$ cat src/rtl/noc_pkg.sv
// Shared NoC definitions: flit layout, type codes and the injection FSM state encoding.
// RouteCompute decodes the same field positions.
package noc_pkg;

    localparam int unsigned FLIT_W  = 20;
    localparam int unsigned DATA_W  = 18;
    localparam int unsigned COORD_W = 4;
    localparam int unsigned LEN_W   = 3;

    localparam int unsigned TYPE_HI = 19;
    localparam int unsigned TYPE_LO = 18;
    localparam int unsigned DEST_HI = 17;
    localparam int unsigned DEST_LO = 14;
    localparam int unsigned SRC_HI  = 13;
    localparam int unsigned SRC_LO  = 10;
    localparam int unsigned LEN_HI  = 9;
    localparam int unsigned LEN_LO  = 7;

    typedef enum logic [1:0] {
        FLIT_NONE = 2'b00,
        FLIT_HEAD = 2'b01,
        FLIT_BODY = 2'b10,
        FLIT_TAIL = 2'b11
    } flit_type_e;

    typedef struct packed {
        flit_type_e          ftype;
        logic [DATA_W-1:0]   data;
    } data_flit_t;

    typedef enum logic [1:0] {
        NI_IDLE = 2'd0,
        NI_HEAD = 2'd1,
        NI_DATA = 2'd2
    } ni_state_e;

    // Head flit: type, dest, src, len; low bits reserved as zero.
    function automatic logic [FLIT_W-1:0] make_head(
        input logic [COORD_W-1:0] dest,
        input logic [COORD_W-1:0] src,
        input logic [LEN_W-1:0]   len
    );
        logic [FLIT_W-1:0] f;
        f                  = '0;
        f[TYPE_HI:TYPE_LO] = FLIT_HEAD;
        f[DEST_HI:DEST_LO] = dest;
        f[SRC_HI:SRC_LO]   = src;
        f[LEN_HI:LEN_LO]   = len;
        return f;
    endfunction

endpackage

$ cat src/rtl/ni_credit_ctr.sv
// Credit counter for the router's port-5 input buffer: starts full, saturates at CREDITS.
module ni_credit_ctr #(
    parameter int unsigned CREDITS = 4,
    parameter int unsigned CNT_W   = 3
) (
    input  logic             clk,
    input  logic             RST,
    input  logic             consume,
    input  logic             credit_in,
    output logic [CNT_W-1:0] count,
    output logic [CNT_W-1:0] count_next,
    output logic             can_send,
    output logic             overflow
);

    localparam logic [CNT_W-1:0] MAX_CNT = CNT_W'(CREDITS);

    // A send and a returned credit in the same cycle cancel out.
    always_comb begin
        count_next = count;
        overflow   = 1'b0;
        unique case ({consume, credit_in})
            2'b10: count_next = count - CNT_W'(1);
            2'b01: begin
                if (count == MAX_CNT) begin
                    overflow = 1'b1;
                end else begin
                    count_next = count + CNT_W'(1);
                end
            end
            default: count_next = count;
        endcase
    end

    always_ff @(posedge clk) begin
        if (RST) begin
            count <= MAX_CNT;
        end else begin
            count <= count_next;
        end
    end

    assign can_send = (count != '0);

endmodule

$ cat src/rtl/ni_inject.sv
// Local-port injection stage: packetizes core descriptors and data words into flits
// and drives them into router port 5 under credit-based flow control.
module ni_inject
    import noc_pkg::*;
#(
    parameter int unsigned CREDITS = 4,
    parameter int unsigned CNT_W   = 3
) (
    input  logic                clk,
    input  logic                RST,
    input  logic [COORD_W-1:0]  position,
    input  logic                msg_valid,
    output logic                msg_ready,
    input  logic [COORD_W-1:0]  msg_dest,
    input  logic [LEN_W-1:0]    msg_len,
    input  logic                data_valid,
    output logic                data_ready,
    input  logic [DATA_W-1:0]   data,
    output logic [FLIT_W-1:0]   flit_out,
    output logic                flit_valid,
    input  logic                credit_in,
    output logic [CNT_W-1:0]    credits,
    output logic                busy,
    output logic                err
);

    ni_state_e            state;
    ni_state_e            state_n;

    logic [COORD_W-1:0]   dest_q;
    logic [COORD_W-1:0]   dest_n;
    logic [LEN_W-1:0]     len_q;
    logic [LEN_W-1:0]     len_n;
    logic [LEN_W-1:0]     remaining_q;
    logic [LEN_W-1:0]     remaining_n;

    logic                 msg_fire_c;
    logic                 data_fire_c;
    logic                 len_zero_c;
    logic                 send_c;
    logic [FLIT_W-1:0]    flit_n;
    logic                 err_n;

    logic                 can_send;
    logic                 overflow;
    logic [CNT_W-1:0]     count_next;

    data_flit_t           dflit_c;

    // msg_ready/data_ready are registered images of the IDLE / DATA-with-credit conditions.
    assign msg_fire_c  = msg_valid & msg_ready;
    assign data_fire_c = data_valid & data_ready;
    assign len_zero_c  = (msg_len == LEN_W'(0));
    assign err_n       = err | overflow | (msg_fire_c & len_zero_c);

    ni_credit_ctr #(
        .CREDITS (CREDITS),
        .CNT_W   (CNT_W)
    ) u_credit_ctr (
        .clk        (clk),
        .RST        (RST),
        .consume    (send_c),
        .credit_in  (credit_in),
        .count      (credits),
        .count_next (count_next),
        .can_send   (can_send),
        .overflow   (overflow)
    );

    always_ff @(posedge clk) begin
        if (RST) begin
            state <= NI_IDLE;
        end else begin
            state <= state_n;
        end
    end

    always_comb begin
        state_n = state;
        unique case (state)
            NI_IDLE: if (msg_fire_c && !len_zero_c) state_n = NI_HEAD;
            NI_HEAD: if (can_send) state_n = NI_DATA;
            NI_DATA: if (data_fire_c && (remaining_q == LEN_W'(1))) state_n = NI_IDLE;
            default: state_n = NI_IDLE;
        endcase
    end

    // Flit build and descriptor bookkeeping; send_c feeds the credit counter.
    always_comb begin
        send_c        = 1'b0;
        flit_n        = '0;
        dest_n        = dest_q;
        len_n         = len_q;
        remaining_n   = remaining_q;
        dflit_c.ftype = FLIT_BODY;
        dflit_c.data  = data;
        unique case (state)
            NI_IDLE: begin
                if (msg_fire_c) begin
                    dest_n      = msg_dest;
                    len_n       = msg_len;
                    remaining_n = msg_len;
                end
            end
            NI_HEAD: begin
                if (can_send) begin
                    send_c = 1'b1;
                    flit_n = make_head(dest_q, position, len_q);
                end
            end
            NI_DATA: begin
                if (data_fire_c) begin
                    send_c        = 1'b1;
                    remaining_n   = remaining_q - LEN_W'(1);
                    dflit_c.ftype = (remaining_q == LEN_W'(1)) ? FLIT_TAIL : FLIT_BODY;
                    flit_n        = dflit_c;
                end
            end
            default: send_c = 1'b0;
        endcase
    end

    always_ff @(posedge clk) begin
        if (RST) begin
            flit_out    <= '0;
            flit_valid  <= 1'b0;
            msg_ready   <= 1'b1;
            data_ready  <= 1'b0;
            busy        <= 1'b0;
            err         <= 1'b0;
            dest_q      <= '0;
            len_q       <= '0;
            remaining_q <= '0;
        end else begin
            flit_out    <= flit_n;
            flit_valid  <= send_c;
            msg_ready   <= (state_n == NI_IDLE);
            data_ready  <= (state_n == NI_DATA) && (count_next != '0);
            busy        <= (state_n != NI_IDLE);
            err         <= err_n;
            dest_q      <= dest_n;
            len_q       <= len_n;
            remaining_q <= remaining_n;
        end
    end

endmodule
$ cat config.mk
export PLATFORM = sky130hd
export DESIGN_NAME = ni_inject
export DESIGN_NICKNAME = d
export VERILOG_FILES = /design/src/rtl/noc_pkg.sv /design/src/rtl/ni_credit_ctr.sv /design/src/rtl/ni_inject.sv
export SDC_FILE = /design/constraint.sdc
export NUM_CORES = 1
export LEC_CHECK = 0
export BUFFER_PORTS_ARGS = -buffer_cell sky130_fd_sc_hd__buf_2
export CORE_UTILIZATION = 40
export CTS_CLUSTER_DIAMETER = 200
export DETAILED_ROUTE_END_ITERATION = 7
export GPL_TIMING_DRIVEN = 0
export PLACE_DENSITY = 0.76
export SLEW_MARGIN = 20
export SYNTH_ARGS = -nofsm -noshare
export SYNTH_HDL_FRONTEND = slang
export SYNTH_SLANG_ARGS = --single-unit
$ cat constraint.sdc
create_clock -name clk -period 2.6 [get_ports clk]
set_input_delay 0.39 -clock clk [delete_from_list [all_inputs] [get_ports clk]]
set_output_delay 0.39 -clock clk [all_outputs]
set_load 0.01 [all_outputs]
==> impl_metrics.ini, run 1 <==
[global_route]
grt_pass1_wl_um = 5200
grt_overflow_total = 0
grt_pass1_vias = 1214
antenna_found_initial = 0
grt_max_degree = 15
grt_usage_pct = 15.7

[clock_network]
htree_levels = 2
clock_latency_ns = 0.30
cts_hold_buf = 0
ctsResizeCount = 0
tritoncts = done
cts_made_buffers = 5
cts.sinks = 40
clk_pin_slew_ns = 0.08
cts_buffer_depth = 2
root_buffer = clkbuf_8
post-cts-setup-buffers = 0

[detailed_routing]
viasPerCell = 4.81
first_pass_iters = 4
met1_length_um = 1550
met3_length_um = 226
drt_iter0_markers = 44
dr_wl_met2_um = 1490
wire_per_inst_um = 11.2
antenna_left = 0
drc = 0
drt-total-wl_um = 3320
vias = 1420
maxUsedRoutingLayer = met4

[floorplan]
die_y_um = 66.8
die_w_um = 66.8
die_area_sq_um = 4470
rows = 23
start_util_pct = 41.7
ioPinCount = 62
core-area_sq_um = 4030

[setup_path]
crit_family = compound AO/OA/AOI/OAI gates
timing.rr.end = data_ready$_SDFF_PP0_
path_max_fanout = 10
r2r_slack_ns = 0.1
cp.required_ns = 2.79
worstPathCellList = inv_1 > ha_1 > buf_4 > and3_1 > o21ai_2 > inv_1 > ha_1 > a221o_1 > a21o_1 > o311a_1
cp_slowest_cell = dfxtp_1
start_kind = flop
cp_slowest_stage_delay_ns = 0.38
cp.arrival_ns = 2.69
r2r_cells = 10
path_class = flop to flop
rr_startpoint = state[0]$_SDFF_PP0_
cp-end-kind = flop
critPathBufInv = 3

[worst_hold_path]
worstHoldPathType = input pin to flop
holdPathStages = 2
hp-start = data[5]
hold_path_end = flit_out[5]$_SDFF_PP0_

[synthesis]
synth.distinct_cells = 34
synth_top_area_share_pct = 47.6
synth_area_per_cell_sq_um = 9.55
ys_seq_elements = 40
netlist_instances = 176
syn-cell-area_sq_um = 1680
ys.warnings.count = 0
synth_ff_type = dfxtp_1
synth_edf_count = 0
synth_area_leaders = dfxtp_1 48%, ha_1 8.2%, nor2_1 5.8%
seq_area_frac_synth_pct = 47.6
synth_top_area_cell = dfxtp_1
synth.net_count = 221
ys_async_sr_fraction_pct = 0

[placement]
hpwl_um = 2530
globalplace.congestion = 0.840
dp_slack_ns = 0.0695
port_buffers = 61
place_inst = 287

[timing]
worst_slew_pin_slew_ns = 0.424
final-setup-viol-count = 0
fin_ws_ns = 0.0998
setup_tns_ns = 0
finalCriticalPeriod_ns = 2.50
finalCritPeriodShare_pct = 96.2
maxSlewViolCount = 0
slew_headroom_pct = 71.7
hold_violations = 0
worst_clock_skew_ns = 0.00606
grt_setup_unrepaired = false
max_freq_ghz = 0.400

[finish]
multiInputGateArea_sq_um = 807
antennaDiodeCount = 0
fin_cells = 295
nFillCells = 386
nets = 289
drive_gt1_share_pct = 32.2
area_growth_pct = 28.9
final_util_pct = 53.8
seq_area_sq_um = 801

[power]
powerDensity_nw_per_um2 = 835
vdd_ir_drop_max_mv = 0.570
p_total_mw = 1.81
p_leak_nw = 1.02

[flow_run]
cap_violations = 0

[status]
status = finished, final reports clean
[state kept, by name, summed over array words and instances (netlist names)]
signal	flops
u_credit_ctr.count	3
busy	1
state	2
len_q	3
flit_out	20
flit_valid	1
data_ready	1
msg_ready	1
err	1
remaining_q	3
dest_q	4
[per-layer routing]
layer / global-route usage, % / up-vias
met5: 0 / -
met4: 5.59 / 0
met3: 5.65 / 5
met2: 23.9 / 50
met1: 20.3 / 625
li1: - / 740
[synth_stat cells, types with 3 or more instances]
| master | instances |
|---|---|
| o21ai_0 | 4 |
| or2_1 | 3 |
| and3_1 | 3 |
| a21oi_1 | 8 |
| nand2b_1 | 6 |
| nand2_1 | 5 |
| nor2_1 | 26 |
| inv_1 | 11 |
| ha_1 | 11 |
| a22oi_1 | 12 |
| mux2i_1 | 9 |
| dfxtp_1 | 40 |
| nor2b_1 | 4 |
| and2_1 | 8 |
| nor3_1 | 3 |
[cell type report]
class / count / share of cell area [%]
multi-input cells: 119 / 37.2
flip-flops and latches: 40 / 36.9
repair buffers: 61 / 14.1
clock buffers: 5 / 3.17
well taps: 50 / 2.89
clock inverters: 3 / 2.14
inverters: 11 / 1.90
plain buffers: 6 / 1.67
[cell usage in the layout, fill, tap and decap left out, types with 3 or more instances in the layout]
cell,count
a21oi_1,8
a22oi_1,12
and2_1,8
and3_1,3
buf_2,63
clkbuf_8,5
dfxtp_1,40
ha_1,11
inv_1,11
mux2i_1,9
nand2_1,5
nand2b_1,6
nor2_1,26
nor2b_1,4
nor3_1,3
o21ai_0,4
or2_1,3
[power by group]
part / leakage, nW / internal [mW] / switching (mW)
registers: 0.325 / 0.690 / 0.0503
logic: 0.642 / 0.245 / 0.304
clock network: 0.0548 / 0.289 / 0.231
total: 1.02 / 1.22 / 0.585
[cells by family (layout without fill, tap and decap cells)]
kind of cell	after synthesis	in the layout	synth area share, %
compound gates	35	35	14.7
fa+ha+maj	11	11	8.18
buf+inv	17	86	4.61
flops	40	40	47.6
mux	9	9	5.36
simple gates	64	64	19.6
[per-stage QoR]
step / hold WS, ns / instance area, sq um
2_1_floorplan: 0.460 / 1680
3_3_place_gp: 0.476 / 2050
3_5_place_dp: 0.483 / 2050
4_1_cts: 0.282 / 2160
5_1_grt: 0.287 / 2170
6_report: 0.291 / 2170
[worst max path at each step]
stage,slack [ns],start,depth (start not counted),to
floorplan,0.29,state[0]$_SDFF_PP0_,10,data_ready$_SDFF_PP0_
global placement,0.12,state[0]$_SDFF_PP0_,10,data_ready$_SDFF_PP0_
detailed placement,0.07,state[0]$_SDFF_PP0_,10,data_ready$_SDFF_PP0_
CTS,0.06,state[0]$_SDFF_PP0_,10,data_ready$_SDFF_PP0_
global route,0.001,state[0]$_SDFF_PP0_,10,data_ready$_SDFF_PP0_
finish,0.1,state[0]$_SDFF_PP0_,10,data_ready$_SDFF_PP0_
Note: power is estimated with default switching activity, not from simulation.
==> run 2: changes to the inputs <==
--- a/config.mk
+++ b/config.mk
@@ -6,4 +6,5 @@
 export NUM_CORES = 1
 export LEC_CHECK = 0
+export ABC_AREA = 1
 export BUFFER_PORTS_ARGS = -buffer_cell sky130_fd_sc_hd__buf_2
 export CORE_UTILIZATION = 40
@@ -11,5 +12,5 @@
 export DETAILED_ROUTE_END_ITERATION = 7
 export GPL_TIMING_DRIVEN = 0
-export PLACE_DENSITY = 0.76
+export PLACE_DENSITY = 0.75
 export SLEW_MARGIN = 20
 export SYNTH_ARGS = -nofsm -noshare
==> constraint.sdc (replaced) <==
create_clock -name clk -period 2.6 [get_ports clk]
set_input_delay 0.39 -clock clk [delete_from_list [all_inputs] [get_ports clk]]
set_output_delay 0.39 -clock clk [all_outputs]
set_load 0.02 [all_outputs]
==> impl_metrics.ini, run 2 <==
[timing]
slew_headroom_pct = 83.0
max_freq_ghz = 0.462
hold_ws_ns = 0.350
worst_clock_skew_ns = 0.00919
setup_tns_ns = 0
grt_setup_unrepaired = false
maxSlewViolCount = 0
finalCriticalPeriod_ns = 2.16
finalCritPeriodShare_pct = 83.3
final-setup-viol-count = 0
hold_violations = 0
worst_slew_pin_slew_ns = 0.255

[placement]
hpwl_um = 2880
place_area_sq_um = 2200
globalplace.congestion = 0.823
port_buffers = 61
place_inst = 346

[clock_network]
cts_buffer_depth = 2
htree_levels = 2
post-cts-setup-buffers = 0
cts.sinks = 40
tritoncts = done
clk_pin_slew_ns = 0.08
ctsResizeCount = 0
cts_hold_buf = 0
clock_latency_ns = 0.30
cts_made_buffers = 5
root_buffer = clkbuf_8

[synthesis]
ys_async_sr_fraction_pct = 0
seq_area_frac_synth_pct = 43.7
netlist_instances = 233
synth_edf_count = 0
synth_area_per_cell_sq_um = 7.87
syn-cell-area_sq_um = 1830
synthTopCellsByCount = 40 x dfxtp_1, 37 x nand2_1, 37 x nand3_1
synth_ff_type = dfxtp_1
ys.warnings.count = 0
ys_seq_elements = 40
synth.distinct_cells = 23
synth_top_area_share_pct = 43.7
yosysMostFrequentCell = dfxtp_1
synth.net_count = 278
synth_top_area_cell = dfxtp_1
synth_area_leaders = dfxtp_1 44%, nand3_1 10%, nand2_1 7.6%

[setup_path]
cp.required_ns = 2.80
rr_startpoint = state[0]$_SDFF_PP0_
critPathBufInv = 4
timing.rr.end = data_ready$_SDFF_PP0_
critical_path_depth = 14
path_max_fanout = 10
crit_start = state[0]$_SDFF_PP0_
path_class = flop to flop
r2r_cells = 14
cp-end-kind = flop
crit_family = simple AND/OR/NAND/NOR gates
worstPathCellList = inv_1 > ha_1 > buf_4 > nand2_4 > nand2_1 > nand2_1 > inv_1 > ha_1 > inv_1 > nand2_1 > o22ai_1 > nand3_1 > nor2_1 > nor2_1
r2r_slack_ns = 0.44
cp_slowest_stage_delay_ns = 0.36
cp_slowest_cell = dfxtp_1
endpoint = data_ready$_SDFF_PP0_
start_kind = flop
cp.arrival_ns = 2.36

[global_route]
grt_pass1_vias = 1466
grt_usage_pct = 17.3
antenna_found_initial = 0
grt_pass1_wl_um = 6620
grt_overflow_total = 0
grt_max_degree = 12

[finish]
largest_register_ffs = 20
final_common_cell = buf_2
largest-register = flit_out
nets = 346
largestRegisters = flit_out: 20 flops, dest_q: 4 flops
area_growth_pct = 24.4
drive_gt1_share_pct = 31.6
most-common-layout-cells = 65 x buf_2, 40 x dfxtp_1, 37 x nand2_1, 37 x nand3_1, 23 x inv_1
antennaDiodeCount = 0
fin_area_sq_um = 2280
fin_cells = 353

[status]
status = finished, final reports clean

[floorplan]
ioPinCount = 62
start_util_pct = 41.8
die_w_um = 69.7
die_y_um = 69.7
die_area_sq_um = 4860
core-area_sq_um = 4380
rows = 24

[power]
p_leak_nw = 1.14
p_total_mw = 1.87
powerDensity_nw_per_um2 = 820
vdd_ir_drop_max_mv = 0.455

[worst_hold_path]
worstHoldPathType = input pin to flop
hp-start = data[5]

[detailed_routing]
vias = 1677
first_pass_iters = 4
antenna_left = 0
drc = 0
drt_iter0_markers = 65
wire_per_inst_um = 11.2
drt-total-wl_um = 3950
viasPerCell = 4.75

[flow_run]
cap_violations = 0
run 2: cell count changes after synthesis, moves of 7 or more:
cell / change
nand2_1: +32
nand3_1: +37
a21oi_1: +13
mux2i_1: -9
a22oi_1: -12
inv_1: +12
and2_1: -8
nor3b_1: +7
nor2_1: -7
run 2: metal layers:
layer	vias up	part of all wire, %	wire (um)	GRT usage, %
met5	-	0	0	0
met4	0	1.6	65	6.67
met3	7	7.1	282	5.67
met2	61	44	1750	26.2
met1	725	47	1860	22.8
li1	884	-	-	-
run 2: cell families after synthesis:
kind of cell             share of synthesized area (%)
adder cells (fa/ha/maj)                           7.50
flip-flops                                        43.7
buffers and inverters                             9.07
AND/OR/NAND/NOR                                   30.3
AO/OA/AOI/OAI                                     9.48
run 2: layout make-up:
type	count	area, sq um
clock buffer	6	72.6
clock inverter	1	5.00
sequential	40	801
fill	440	2100
buffer	9	65.1
timing repair buffer	61	305
tap	52	65.1
inverter	27	101
multi-input combinational	157	867
run 2: worst register-to-register path, stage by stage, from the launching register on:
cell and delay (ns):
dfxtp_1 0.36, inv_1 0.08, ha_1 0.19, buf_4 0.17, nand2_4 0.14, nand2_1 0.10, nand2_1 0.09, inv_1 0.05
ha_1 0.32, inv_1 0.11, nand2_1 0.06, o22ai_1 0.16, nand3_1 0.09, nor2_1 0.10, nor2_1 0.05
run 2: metrics by stage:
| stage | setup slack, ns | util, % |
|---|---|---|
| floorplan | 0.620 | - |
| global placement | 0.447 | 50.3 |
| detailed placement | 0.406 | 50.3 |
| CTS | 0.411 | 52.1 |
| global route | 0.259 | 52.1 |
| finish | 0.435 | 52.1 |
run 2: worst min-delay path by stage:
stage	endpoint	slack, ns	cells past startpoint
floorplan	dest_q[0]$_SDFFE_PP0P_	0.44	2
detailed placement	len_q[0]$_SDFFE_PP0P_	0.46	2
CTS	flit_out[5]$_SDFF_PP0_	0.33	2
finish	flit_out[5]$_SDFF_PP0_	0.35	2
global route	flit_out[5]$_SDFF_PP0_	0.33	2
global placement	len_q[0]$_SDFFE_PP0P_	0.45	2
run 2: power breakdown:
part / internal [mW] / switching (mW)
Sequential: 0.698 / 0.0534
Combinational: 0.271 / 0.464
Clock: 0.182 / 0.202
